==> src/rtl/spart_arb_pkg.sv <==
// Shared definitions for the SPART transmit arbiter: state encoding, widths, defaults.
// No logic; types and constants only.
// Imported by the interface, the round-robin picker and the arbiter top.
package spart_arb_pkg;

  // Default abandon limit for a word stuck in ISSUE, in cycles
  localparam int unsigned TIMEOUT_DEFAULT = 4096;

  // Two requesters share the SPART, so one bit selects a requester
  localparam int unsigned NUM_REQ   = 2;
  localparam int unsigned REQ_IDX_W = 1;

  // Width of a transmit word
  localparam int unsigned DATA_W = 24;

  // Timeout counter width covers the full legal TIMEOUT range (up to 65535)
  localparam int unsigned CNT_W = 16;

  typedef logic [REQ_IDX_W-1:0] req_idx_t;
  typedef logic [NUM_REQ-1:0]   req_vec_t;
  typedef logic [DATA_W-1:0]    word_t;

  // The done/err pulse is produced on the ISSUE exit edge, so it needs no state of its own
  typedef enum logic [1:0] {
    ST_IDLE     = 2'd0,
    ST_ISSUE    = 2'd1,
    ST_WAIT_RDY = 2'd2
  } state_e;

endpackage

==> src/rtl/spart_tx_arbiter_if.sv <==
// Bundle of requester-side and SPART-side signals of the transmit arbiter.
// master = arbiter side (drives SPART select/data and completion pulses).
// slave  = environment side (requesters and SPART controller).
interface spart_tx_arbiter_if;
  import spart_arb_pkg::*;

  // Requester side
  req_vec_t req;
  word_t    req_data0;
  word_t    req_data1;
  req_vec_t done;
  req_vec_t err;

  // SPART controller side
  logic     tx_rdy;
  logic     tx_ack;
  logic     chip_enable;
  logic     r_w;
  word_t    data;

  // Status
  logic     busy;
  req_idx_t owner;

  modport master (
    input  req, req_data0, req_data1, tx_rdy, tx_ack,
    output done, err, chip_enable, r_w, data, busy, owner
  );

  modport slave (
    output req, req_data0, req_data1, tx_rdy, tx_ack,
    input  done, err, chip_enable, r_w, data, busy, owner
  );

endinterface

==> src/rtl/spart_rr_pick.sv <==
// Two-way round-robin pick: a lone request wins, a tie goes to the one not served last.
// Latency: purely combinational.
// Backpressure: none; the caller decides whether the pick is taken.
module spart_rr_pick
  import spart_arb_pkg::*;
(
  input  req_vec_t req,
  input  req_idx_t last,
  output logic     valid,
  output req_idx_t idx
);

  // Pick the winner from the request vector and the last-served index
  always_comb begin
    valid = |req;
    idx   = '0;
    unique case (req)
      2'b01:   idx = 1'b0;
      2'b10:   idx = 1'b1;
      2'b11:   idx = ~last;
      default: idx = '0;
    endcase
  end

endmodule

==> src/rtl/spart_tx_arbiter.sv <==
// Arbitrates two requesters onto one SPART transmit port and drives one word per grant.
// Latency: grant edge -> chip_enable next cycle; done/err pulse on the cycle after ack/timeout.
// Backpressure: no grant while tx_rdy is low; ISSUE holds until tx_ack or TIMEOUT cycles elapse.
module spart_tx_arbiter
  import spart_arb_pkg::*;
#(
  parameter int unsigned TIMEOUT = TIMEOUT_DEFAULT
) (
  input logic                clk,
  input logic                rst,
  spart_tx_arbiter_if.master bus
);

  // Counter value on the last ISSUE cycle before the word is abandoned
  localparam logic [CNT_W-1:0] CNT_LAST = CNT_W'(TIMEOUT - 1);

  state_e           state_q, state_d;
  word_t            data_q, data_d;
  req_idx_t         owner_q, owner_d;
  req_idx_t         last_q, last_d;
  logic [CNT_W-1:0] cnt_q, cnt_d;
  req_vec_t         done_q, done_d;
  req_vec_t         err_q, err_d;

  // Low for the first edge after reset release so the earliest grant is one edge later
  logic             arm_q;

  logic             pick_vld;
  req_idx_t         pick_idx;

  spart_rr_pick u_pick (
    .req   (bus.req),
    .last  (last_q),
    .valid (pick_vld),
    .idx   (pick_idx)
  );

  // Arm the grant path one edge after reset release
  always_ff @(posedge clk or negedge rst) begin
    if (!rst) begin
      arm_q <= 1'b0;
    end else begin
      arm_q <= 1'b1;
    end
  end

  // Next-state and datapath updates; done/err default low so they pulse for one cycle
  always_comb begin
    state_d = state_q;
    data_d  = data_q;
    owner_d = owner_q;
    last_d  = last_q;
    cnt_d   = cnt_q;
    done_d  = '0;
    err_d   = '0;

    unique case (state_q)
      ST_IDLE: begin
        if (arm_q && pick_vld && bus.tx_rdy) begin
          state_d = ST_ISSUE;
          owner_d = pick_idx;
          data_d  = pick_idx ? bus.req_data1 : bus.req_data0;
          cnt_d   = '0;
        end
      end

      ST_ISSUE: begin
        // An ack on the final timeout cycle still counts as a successful transfer
        if (bus.tx_ack) begin
          state_d         = ST_WAIT_RDY;
          done_d[owner_q] = 1'b1;
          last_d          = owner_q;
        end else if (cnt_q == CNT_LAST) begin
          state_d        = ST_WAIT_RDY;
          err_d[owner_q] = 1'b1;
          last_d         = owner_q;
        end else begin
          cnt_d = cnt_q + 1'b1;
        end
      end

      ST_WAIT_RDY: begin
        // Return to IDLE only; a new grant needs a fresh IDLE cycle
        if (bus.tx_rdy) begin
          state_d = ST_IDLE;
        end
      end

      default: begin
        state_d = ST_IDLE;
      end
    endcase
  end

  // State and datapath registers; last_q resets to 1 so requester 0 wins the first tie
  always_ff @(posedge clk or negedge rst) begin
    if (!rst) begin
      state_q <= ST_IDLE;
      data_q  <= '0;
      owner_q <= '0;
      last_q  <= 1'b1;
      cnt_q   <= '0;
      done_q  <= '0;
      err_q   <= '0;
    end else begin
      state_q <= state_d;
      data_q  <= data_d;
      owner_q <= owner_d;
      last_q  <= last_d;
      cnt_q   <= cnt_d;
      done_q  <= done_d;
      err_q   <= err_d;
    end
  end

  // Outputs decode straight from registered state so reset drops the select immediately
  assign bus.chip_enable = (state_q == ST_ISSUE);
  assign bus.r_w         = (state_q != ST_ISSUE);
  assign bus.busy        = (state_q != ST_IDLE);
  assign bus.data        = data_q;
  assign bus.owner       = owner_q;
  assign bus.done        = done_q;
  assign bus.err         = err_q;

endmodule

==> src/flat_wrapper.sv <==
// flat-port wrapper written by rule: the top's interface ports become plain ports
module spart_tx_arbiter_flat import spart_arb_pkg::*;
#(
  parameter int unsigned TIMEOUT = TIMEOUT_DEFAULT
)
  (clk, rst, bus_req, bus_req_data0, bus_req_data1, bus_tx_rdy, bus_tx_ack, bus_done, bus_err, bus_chip_enable, bus_r_w, bus_data, bus_busy, bus_owner);
  spart_tx_arbiter_if bus_i ();
  input logic clk;
  input logic rst;
  input wire logic [$bits(bus_i.req)-1:0] bus_req;
  input wire logic [$bits(bus_i.req_data0)-1:0] bus_req_data0;
  input wire logic [$bits(bus_i.req_data1)-1:0] bus_req_data1;
  input wire logic [$bits(bus_i.tx_rdy)-1:0] bus_tx_rdy;
  input wire logic [$bits(bus_i.tx_ack)-1:0] bus_tx_ack;
  output wire logic [$bits(bus_i.done)-1:0] bus_done;
  output wire logic [$bits(bus_i.err)-1:0] bus_err;
  output wire logic [$bits(bus_i.chip_enable)-1:0] bus_chip_enable;
  output wire logic [$bits(bus_i.r_w)-1:0] bus_r_w;
  output wire logic [$bits(bus_i.data)-1:0] bus_data;
  output wire logic [$bits(bus_i.busy)-1:0] bus_busy;
  output wire logic [$bits(bus_i.owner)-1:0] bus_owner;
  assign bus_i.req = bus_req;
  assign bus_i.req_data0 = bus_req_data0;
  assign bus_i.req_data1 = bus_req_data1;
  assign bus_i.tx_rdy = bus_tx_rdy;
  assign bus_i.tx_ack = bus_tx_ack;
  assign bus_done = bus_i.done;
  assign bus_err = bus_i.err;
  assign bus_chip_enable = bus_i.chip_enable;
  assign bus_r_w = bus_i.r_w;
  assign bus_data = bus_i.data;
  assign bus_busy = bus_i.busy;
  assign bus_owner = bus_i.owner;
  spart_tx_arbiter #(.TIMEOUT(TIMEOUT)) u_core (.clk(clk), .rst(rst), .bus(bus_i));
endmodule
==> config.mk <==
export PLATFORM = sky130hd
export DESIGN_NAME = spart_tx_arbiter_flat
export DESIGN_NICKNAME = d
export VERILOG_FILES = /design/src/rtl/spart_arb_pkg.sv /design/src/rtl/spart_tx_arbiter_if.sv /design/src/rtl/spart_rr_pick.sv /design/src/rtl/spart_tx_arbiter.sv /design/src/flat_wrapper.sv
export SDC_FILE = /design/constraint.sdc
export NUM_CORES = 1
export LEC_CHECK = 0
export CAP_MARGIN = 5
export CORE_MARGIN = 5
export CORE_UTILIZATION = 30
export DETAILED_ROUTE_END_ITERATION = 16
export GPL_TIMING_DRIVEN = 0
export SKIP_LAST_GASP = 1
export SLEW_MARGIN = 20
export SYNTH_ARGS = -nofsm -noshare
export SYNTH_HDL_FRONTEND = slang
export SYNTH_SLANG_ARGS = --single-unit
==> constraint.sdc <==
create_clock -name clk -period 2.2 [get_ports clk]
set_clock_uncertainty 0.2 [all_clocks]
set_input_delay 0.44 -clock clk [delete_from_list [all_inputs] [get_ports clk]]
set_output_delay 0.44 -clock clk [all_outputs]
set_load 0.02 [all_outputs]
==> impl_metrics.toml, run 1 <==
[setup_path]
cp-start-kind = "flip-flop"
end_kind = "flip-flop"
path_common_cell = "nor2_1"
worstSetupPathType = "flip-flop to flip-flop"
critical_path.slowest_cell = "or4_4"
slowest_delay_ns = 0.58
critPathLaunch = "u_core.cnt_q[13]"
r2r-start = "u_core.cnt_q[13]"
path_max_fanout = 4
path_cells = "or4_4 > nor4_4 > buf_4 > nor2_1 > nor2_1 > mux2_2"
required_ns = 2.23
arrival_ns = 2.27
critPathTopFamily = "simple AND/OR/NAND/NOR gates"
crit_buf_inv = 1

[layout]
fin_util = 0.468
diodes = 0
layout_common_cells = "clkdlybuf4s50_1, dfrtp_1, nand2_1, o21ai_0, mux2i_1"
drive_gt1_frac = 0.137
fin_nets = 404
final_common_cell = "clkdlybuf4s50_1"
fillers = 741
syn2layout_area_growth_pct = 52.4

[timing]
post-route-period-util = 1.02
worst_slack_ns = -0.0410
hold_viol_final = 0
setup_violations = 3
worst_pin_slew_ns = 0.633
fin_crit_ns = 2.24
rsz0062_at_grt = "true"
fin_setup_tns_ns = -0.0875
maxSlewViolCount = 0
relSlewSlack = 0.578
hold_slack_ns = 0.283
fmax_mhz = 446

[routing]
first_pass_iters = 4
first_iter_violations = 83
drc = 0
via_per_inst = 4.84
wirelength_microns = 6770
drtAntennaViolNets = 0
wl_per_cell_microns = 15.0
dr_total_vias = 2186

[place]
io_buffers = 85
hpwl_microns = 4790
place.gp.congestion = 0.832

[floorplan]
dieArea_sq_mm = 0.00980
rows = 32
die_x_microns = 99.0
coreArea_sq_mm = 0.00773
die_height_microns = 99.0
ios = 86
start_util = 0.307

[grt]
grt_pass1_vias = 2337
grt_max_degree = 50
grt_pass1_wl_microns = 11100
grt_util_all_layers = 0.139
grt_overflow_total = 0
antenna_found_initial = 0

[min_path]
hp-class = "flip-flop to flip-flop"
worstHoldStart = "u_core.bus.data[1]"

[synthesis]
async_flop_share = 1.00
yosys-top-cells-area = "dfrtp_1, mux2i_1, o21ai_0, nand2_1, nor2_1"
yosys.area.top_type = "dfrtp_1"
synth-edff-count = 0
synth_seq_area_share = 0.517
netlist_area_sq_mm = 0.00237
yosysTopAreaCellShare = 0.506
syn_area_per_cell_sq_um = 9.89
syn_inst = 240
ys_ff_latch = 49
ys_warn_count = 0
synth_flop_cell = "dfrtp_1"
synth_cell_types = 42
postSynthNetCount = 295

[clocking]
cts.htree.levels = 2
tritoncts = "built"
clock_latency_ns = 0.30
clockBufferDepth = 2
cts.sink_count = 49
clk_pin_slew_worst_paths_ns = 0.09
cts_inserted_buffers = 5
root_buffer = "clkbuf_8"

[power_and_ir_drop]
switching_share = 0.349
power_leakage_uw = 0.00158
seqPwrFrac = 0.422
powerDensity_mw_per_mm2 = 815
p_switching_uw = 1030
p_comb_frac = 0.401
p_clk_frac = 0.177
total_power_uw = 2950
intPower_uw = 1920
worst_ir_drop_vdd_mv = 0.378

[flow_run]
maxCapViolCount = 0

[status]
status = "finished, violations left"
violations = "setup timing"
==> final timing paths <==
kind                       slack (ns)  cells after the start                   to
max                             -0.04                      6        u_core.last_q
min                              0.28                      2   u_core.bus.data[1]
max reg2reg                     -0.04                      6        u_core.last_q
min reg2reg                      0.28                      2   u_core.bus.data[1]
max in group asynchronous        0.87                      2  u_core.bus.data[17]
min in group asynchronous        0.50                      2   u_core.bus.done[1]
==> cell usage after synthesis, types with 3 or more instances <==
cell and n:
a21oi_1 5, and3_1 3, clkbuf_1 7, dfrtp_1 48, inv_1 6, mux2i_1 26, nand2_1 36, nand3_1 9
nand4_1 6, nor2_1 19, nor3_1 3, o21ai_0 31, o22ai_1 3, xor2_1 3
==> timing repair <==
item,4_1_cts,5_1_grt
resized for setup,9,15
setup buffers,10,5
pin swaps,6,6
cloned,1,1
endpoints found under the setup margin,38,24
hold endpoints to repair,48,0
hold buffers,1,0
==> logic make-up (layout without fill, tap and decap cells) <==
family,Yosys count,after routing,synth area share
AOI/OAI and AO/OA,50,51,0.122
DFF,49,49,0.517
adders and majority gates,1,1,0.00527
muxes,28,28,0.119
and+or+nand+nor,89,89,0.184
xor gates and xnor gates,4,4,0.0148
buffers and inverters,18,127,0.0364
other,1,1,0.00158
==> layout make-up <==
cell class,count,area (sq um),area share
Buffer,11,63.8,0.0176
Clock inverter,1,7.51,0.00207
Sequential cell,49,1230,0.339
Timing Repair Buffer,102,985,0.272
Multi-Input combinational cell,174,1110,0.307
Clock buffer,7,76.3,0.0211
Inverter,6,22.5,0.00622
Tap cell,102,128,0.0353
==> power by group through the flow <==
stage	Clock, uW	Combinational, uW	Sequential (uW)
after floorplan	0	338	1450
after global placement	0	1110	1260
after detailed placement	0	1110	1270
after CTS	546	1170	1250
after global routing	583	1290	1270
final	522	1180	1240
==> metrics by stage <==
stage / instances / area [sq um] / setup slack, ns
after floorplan: 240 / 2370 / 0.00579
after detailed placement: 427 / 3350 / -0.537
final: 452 / 3620 / -0.0410
after global routing: 452 / 3620 / -0.122
after CTS: 446 / 3550 / -0.0000584
after global placement: 427 / 3350 / -1.01
==> worst register-to-register path, cell delays in order (launching register included) <==
cell and delay, ns:
dfrtp_1 0.39, or4_4 0.58, nor4_4 0.33, buf_4 0.19, nor2_1 0.05, nor2_1 0.11, mux2_2 0.34
==> registers in the layout, indices dropped and copies added (netlist names) <==
register and count:
u_core.state_q 2, u_core.bus.done 2, u_core.bus.owner 1, u_core.last_q 1
u_core.arm_q 1, u_core.bus.err 2, u_core.cnt_q 16, u_core.bus.data 24
==> metal layers <==
layer  vias to the layer above  track usage  wire length (microns)
met3                        11       0.0637                    689
met4                         0       0.0378                    103
met1                      1024        0.168                   2890
met2                        86        0.223                   3090
li1                       1065            -                      -
met5                         -            0                      0
(Power assumes the default switching activity.)
==> run 2, diff against run 1 <==
- ABC_AREA: unset -> 1
==> run 2 against run 1 <==
The flow now finishes without violations. Critical endpoint is now bus_chip_enable. Critical path type is now flip-flop to primary output. Synthesized cell count is 28% higher. Count of clock-buffer cells in the layout is the same. Sequential power hardly changed.
==> impl_metrics.toml, run 2 <==
[grt]
grt_overflow_total = 0
grt_util_all_layers = 0.159
met2_usage = 0.251
use_met3 = 0.0321
grt_pass1_wl_microns = 13300
antenna_found_initial = 0
grt_max_degree = 50
grt_busiest_layer = "met2"
use_met1 = 0.216
grt_pass1_vias = 2628

[power_and_ir_drop]
power_leakage_uw = 0.00154
total_power_uw = 3010
powerDensity_mw_per_mm2 = 826
worst_ir_drop_vdd_mv = 0.389

[routing]
drc = 0
dr_total_vias = 2558
first_iter_violations = 136
wirelength_microns = 7970
drtAntennaViolNets = 0
via_per_inst = 5.07
first_pass_iters = 4
wl_per_cell_microns = 15.8

[place]
place.gp.congestion = 0.847
dpl.cell_count = 495
pre_cts_ws_ns = -0.248
io_buffers = 84
hpwl_microns = 5800
dpl_cell_area_sq_mm = 0.00353

[layout]
fin_nets = 454
final_common_cell = "clkdlybuf4s50_1"
syn2layout_area_growth_pct = 42.2
layout.cells.non_filler = 505
fin_util = 0.441
drive_gt1_frac = 0.0900
largest_register_ffs = 24
layout_common_cells = "clkdlybuf4s50_1, a21oi_1, nand3_1, dfrtp_1, nand2_1"
diodes = 0
final_area_sq_mm = 0.00364

[clocking]
clk_pin_slew_worst_paths_ns = 0.10
cts.sink_count = 49
clockBufferDepth = 2
cts.htree.levels = 2
clock_latency_ns = 0.30
cts_inserted_buffers = 5
tritoncts = "built"
root_buffer = "clkbuf_8"

[synthesis]
yosysTopAreaCellShare = 0.469
netlist_area_sq_mm = 0.00256
synth_common_cells = "a21oi_1, nand3_1, dfrtp_1"
synth_most_common_cell = "a21oi_1"
ys_warn_count = 0
yosys.area.top_type = "dfrtp_1"
async_flop_share = 1.00
syn_area_per_cell_sq_um = 8.37
synth_flop_cell = "dfrtp_1"
syn_inst = 306
ys_ff_latch = 49
synth_seq_area_share = 0.479
synth-edff-count = 0
yosys-top-cells-area = "dfrtp_1, a21oi_1, nand3_1, nand2_1, a31oi_1"
synth_cell_types = 29
postSynthNetCount = 361

[timing]
worst_pin_slew_ns = 0.631
rsz0062_at_grt = "false"
worst_slack_ns = 0.106
fmax_mhz = 477
hold_viol_final = 0
fin_crit_ns = 2.09
maxSlewViolCount = 0
relSlewSlack = 0.579
setup_violations = 0
post-route-period-util = 0.952

[setup_path]
arrival_ns = 1.45
worstSetupPathType = "flip-flop to primary output"
cp-start-kind = "flip-flop"
path_max_fanout = 7
required_ns = 1.56
r2r-start = "u_core.last_q"
r2r-end = "u_core.bus.data[15]"
rr_worst_depth = 5
r2r_slack_ns = 0.27
end_kind = "primary output"

[floorplan]
dieArea_sq_mm = 0.0105
rows = 33
ios = 86
die_height_microns = 102
start_util = 0.310
die_x_microns = 102
coreArea_sq_mm = 0.00826

[min_path]
worstHoldStart = "bus_req[1]"
whs_path_depth = 3
hp-class = "input pin to flip-flop"
worstHoldEndpoint = "u_core.bus.data[3]"

[status]
status = "finished clean"

[flow_run]
maxCapViolCount = 0
[run 2: layer usage]
layer	up-vias	part of all wire
met5	-	0
met1	1216	0.45
li1	1246	-
met3	14	0.052
met2	82	0.48
met4	0	0.021
[run 2: worst max-delay path, cell delays in order (launching register included)]
cell and delay (ns):
dfrtp_1 0.41, inv_1 0.09, nand2_2 0.14, inv_1 0.16, dlygate4sd2_1 0.35
[run 2: per-stage QoR]
stage                     TNS (ns)  hold WS [ns]
after floorplan                  0       -0.0556
after global placement      -54.86         0.265
after detailed placement     -3.06         0.272
after CTS                   -0.134         0.260
after global routing             0         0.269
final                            0         0.269
[run 2: report_power, final]
part | total (uW) | internal [uW] | leakage, uW | switching (uW)
clock network | 530 | 224 | 0.0000422 | 306
registers | 1240 | 1100 | 0.000604 | 132
logic | 1240 | 564 | 0.000899 | 680
[run 2: timing repair]
action / 4_1_cts / 5_1_grt
hold buffers: 1 / 0
hold endpoints to repair: 48 / 0
resized for setup: 5 / 4
setup endpoints to repair: 3 / 11
buffers inserted: 1 / 0
pin swaps: 1 / 0
[run 2: area by class of cell]
class / instances / area, sq um
plain buffers: 21 / 133
clock buffers: 7 / 76.3
clock inverters: 1 / 5.00
fillers: 831 / 4610
inverters: 16 / 60.1
multi-input cells: 220 / 1150
flip-flops and latches: 49 / 1230
well taps: 105 / 131
repair buffers: 86 / 856
[run 2: worst max path at each step]
| stage | start | to | slack [ns] | depth (start not counted) |
|---|---|---|---|---|
| floorplan | u_core.state_q[0] | bus_busy | 0.44 | 3 |
| global placement | rst | u_core.bus.data[11] | -1.07 | 1 |
| detailed placement | u_core.state_q[0] | bus_busy | -0.25 | 4 |
| CTS | u_core.state_q[1] | bus_busy | -0.12 | 4 |
| global route | bus_req[0] | u_core.bus.data[15] | 0.01 | 6 |
| finish | u_core.state_q[1] | bus_chip_enable | 0.11 | 4 |
[run 2: logic make-up after synthesis]
logic type      Yosys count  share of synthesized area
buf+inv                  37                     0.0732
other cells               1                    0.00146
flops                    49                      0.479
simple gates            122                      0.224
mux                       1                    0.00391
xor+xnor                 10                     0.0342
compound gates           85                      0.180
fa+ha+maj                 1                    0.00488
==> run 3, diff against run 2 <==
- PLACE_DENSITY: unset -> 0.69
- SYNTH_HIERARCHICAL: unset -> 1
==> run 3 against run 2 <==
Design area down 0.38%. Final cell count increased by 4.4%. Critical path depth fell by 1. Critical endpoint is now bus_busy. Die area down 1.8%. Sequential power is essentially flat. Count of clock-buffer cells in the layout decreased by 1. Worst setup slack lost 0.0065 ns.
==> impl_metrics.toml, run 3 <==
[setup_path]
slowest_delay_ns = 0.53
critPathTopFamily = "buffers and inverters"
end_kind = "primary output"
crit_buf_inv = 2
path_cells = "nor2_2 > inv_1 > clkdlybuf4s50_1"
arrival_ns = 1.46
critical_path.slowest_cell = "clkdlybuf4s50_1"
worstSetupPathType = "flip-flop to primary output"
path_max_fanout = 3
cp-start-kind = "flip-flop"
required_ns = 1.56

[floorplan]
start_util = 0.307
ios = 86
rows = 33
coreArea_sq_mm = 0.00818
die_x_microns = 101
dieArea_sq_mm = 0.0103
die_height_microns = 101

[layout]
drive_gt1_frac = 0.0829
layout_common_cells = "nand2_1, clkdlybuf4s50_1, nor2_1, dfrtp_1, a31oi_1"
fin_nets = 476
syn2layout_area_growth_pct = 44.5
final_common_cell = "nand2_1"
fillers = 854
largest_register_ffs = 24
fin_util = 0.444
diodes = 0

[timing]
rsz0062_at_grt = "true"
fin_crit_ns = 2.10
relSlewSlack = 0.575
fin_setup_tns_ns = 0
worst_pin_slew_ns = 0.637
fmax_mhz = 476
hold_slack_ns = 0.305
setup_violations = 0
hold_viol_final = 0
maxSlewViolCount = 0
post-route-period-util = 0.955

[synthesis]
synth_most_common_cell = "nand2_1"
synth_top_family_by_area = "simple AND/OR/NAND/NOR gates"
muxShareOfSynthArea = 0
synth_compound_area_frac = 0.101
async_flop_share = 1.00
postSynthNetCount = 382
synth-edff-count = 0
yosys.area_share.simple = 0.329
yosys-top-cells-area = "dfrtp_1, nand2_1, nor2_1, a31oi_1, nand3_1"
synth_fa_ha_area_frac = 0.00498
ys_ff_latch = 49
synth_common_cells = "nand2_1, nor2_1, dfrtp_1"
synth_seq_area_share = 0.489
synth_xor_xnor_area_share = 0.00698
yosysTopAreaCellShare = 0.478
ys_warn_count = 6
yosys.area.top_type = "dfrtp_1"
netlist_area_sq_mm = 0.00251
synth_flop_cell = "dfrtp_1"
syn_area_per_cell_sq_um = 7.68
synth_cell_types = 30
syn_inst = 327

[power_and_ir_drop]
total_power_uw = 3040
power_leakage_uw = 0.00155
worst_ir_drop_vdd_mv = 0.331
powerDensity_mw_per_mm2 = 838

[grt]
antenna_found_initial = 0
grt_overflow_total = 0
use_met3 = 0.0579
use_met1 = 0.174
grt_pass1_wl_microns = 11800
grt_pass1_vias = 2554
grt_busiest_layer = "met2"
grt_util_all_layers = 0.142
met2_usage = 0.236
grt_max_degree = 50

[status]
status = "finished clean"

[clocking]
clk_pin_slew_worst_paths_ns = 0.09
cts.htree.levels = 2
clockBufferDepth = 2
tritoncts = "built"
clock_latency_ns = 0.30
cts.sink_count = 49
root_buffer = "clkbuf_8"
cts_inserted_buffers = 5

[routing]
first_iter_violations = 125
via_per_inst = 4.75
wl_per_cell_microns = 13.2
wirelength_microns = 6980
dr_total_vias = 2504
first_pass_iters = 4
drc = 0
drtAntennaViolNets = 0

[place]
place.gp.congestion = 0.863
hpwl_microns = 5390
io_buffers = 85

[min_path]
hp-class = "flip-flop to flip-flop"

[flow_run]
maxCapViolCount = 0
[run 3: cell count changes after synthesis, moves of 6 or more]
cell and change:
inv_1 +7, nand2_1 +58, nand3_1 -26, o21ai_1 -7
o21ai_0 +6, xor2_1 -7, a21oi_1 -44, nor2_1 +37
[run 3: timing repair]
action / 4_1_cts / 5_1_grt
hold buffers: 1 / 0
pin swaps: 0 / 0
gates resized for setup: 2 / 5
hold endpoints to repair: 48 / 0
endpoints found under the setup margin: 2 / 7
buffers inserted: 0 / 1
[run 3: metrics by stage]
stage / cell area (sq um) / setup WS (ns) / cells
floorplan: 2510 / 0.556 / 327
global placement: 3490 / -1.01 / 517
detailed placement: 3490 / -0.203 / 517
finish: 3630 / 0.0991 / 527
global route: 3630 / -0.00939 / 527
CTS: 3610 / -0.214 / 526
[run 3: kinds of logic (layout without fill, tap and decap cells)]
| logic type | after synthesis | after routing |
|---|---|---|
| and+or+nand+nor | 195 | 195 |
| other | 1 | 1 |
| AOI/OAI and AO/OA | 42 | 42 |
| xor gates and xnor gates | 2 | 2 |
| DFF | 49 | 49 |
| buffers and inverters | 37 | 132 |
| adders and majority gates | 1 | 1 |
[run 3: metal layers]
metal / share of wire / routed length, microns
met1: 0.42 / 2950
met2: 0.48 / 3350
met3: 0.092 / 645
met4: 0.0040 / 28
met5: 0 / 0
[run 3: path summary, 6_finish.rpt]
check	from	end	slack [ns]	cells past startpoint
max	u_core/state_q[0]	bus_busy	0.1	3
max reg2reg	u_core/last_q	u_core/bus.data[13]	0.32	6
min reg2reg	u_core/last_q	u_core/last_q	0.30	2
min	u_core/last_q	u_core/last_q	0.30	2
max in group asynchronous	rst	u_core/cnt_q[1]	0.86	2
min in group asynchronous	rst	u_core/cnt_q[13]	0.50	2
[run 3: power by group]
| group | total [uW] | internal [uW] | switching, uW | leakage, uW |
|---|---|---|---|---|
| sequential | 1210 | 1100 | 116 | 0.000605 |
| combinational | 1170 | 550 | 623 | 0.000890 |
| clock | 654 | 342 | 312 | 0.0000554 |
[run 3: worst min-delay path, stage by stage, from the launching register on]
cell	delay, ns
dfstp_2	0.38
nand2_1	0.05
o21ai_0	0.08
[run 3: cell type report]
type / instances / area (sq um) / area share
Clock inverter: 2 / 38.8 / 0.0107
Buffer: 15 / 91.3 / 0.0252
Tap cell: 105 / 131 / 0.0362
Sequential cell: 49 / 1230 / 0.338
Inverter: 22 / 86.3 / 0.0238
Clock buffer: 6 / 72.6 / 0.0200
Multi-Input combinational cell: 241 / 1110 / 0.307
Timing Repair Buffer: 87 / 867 / 0.239
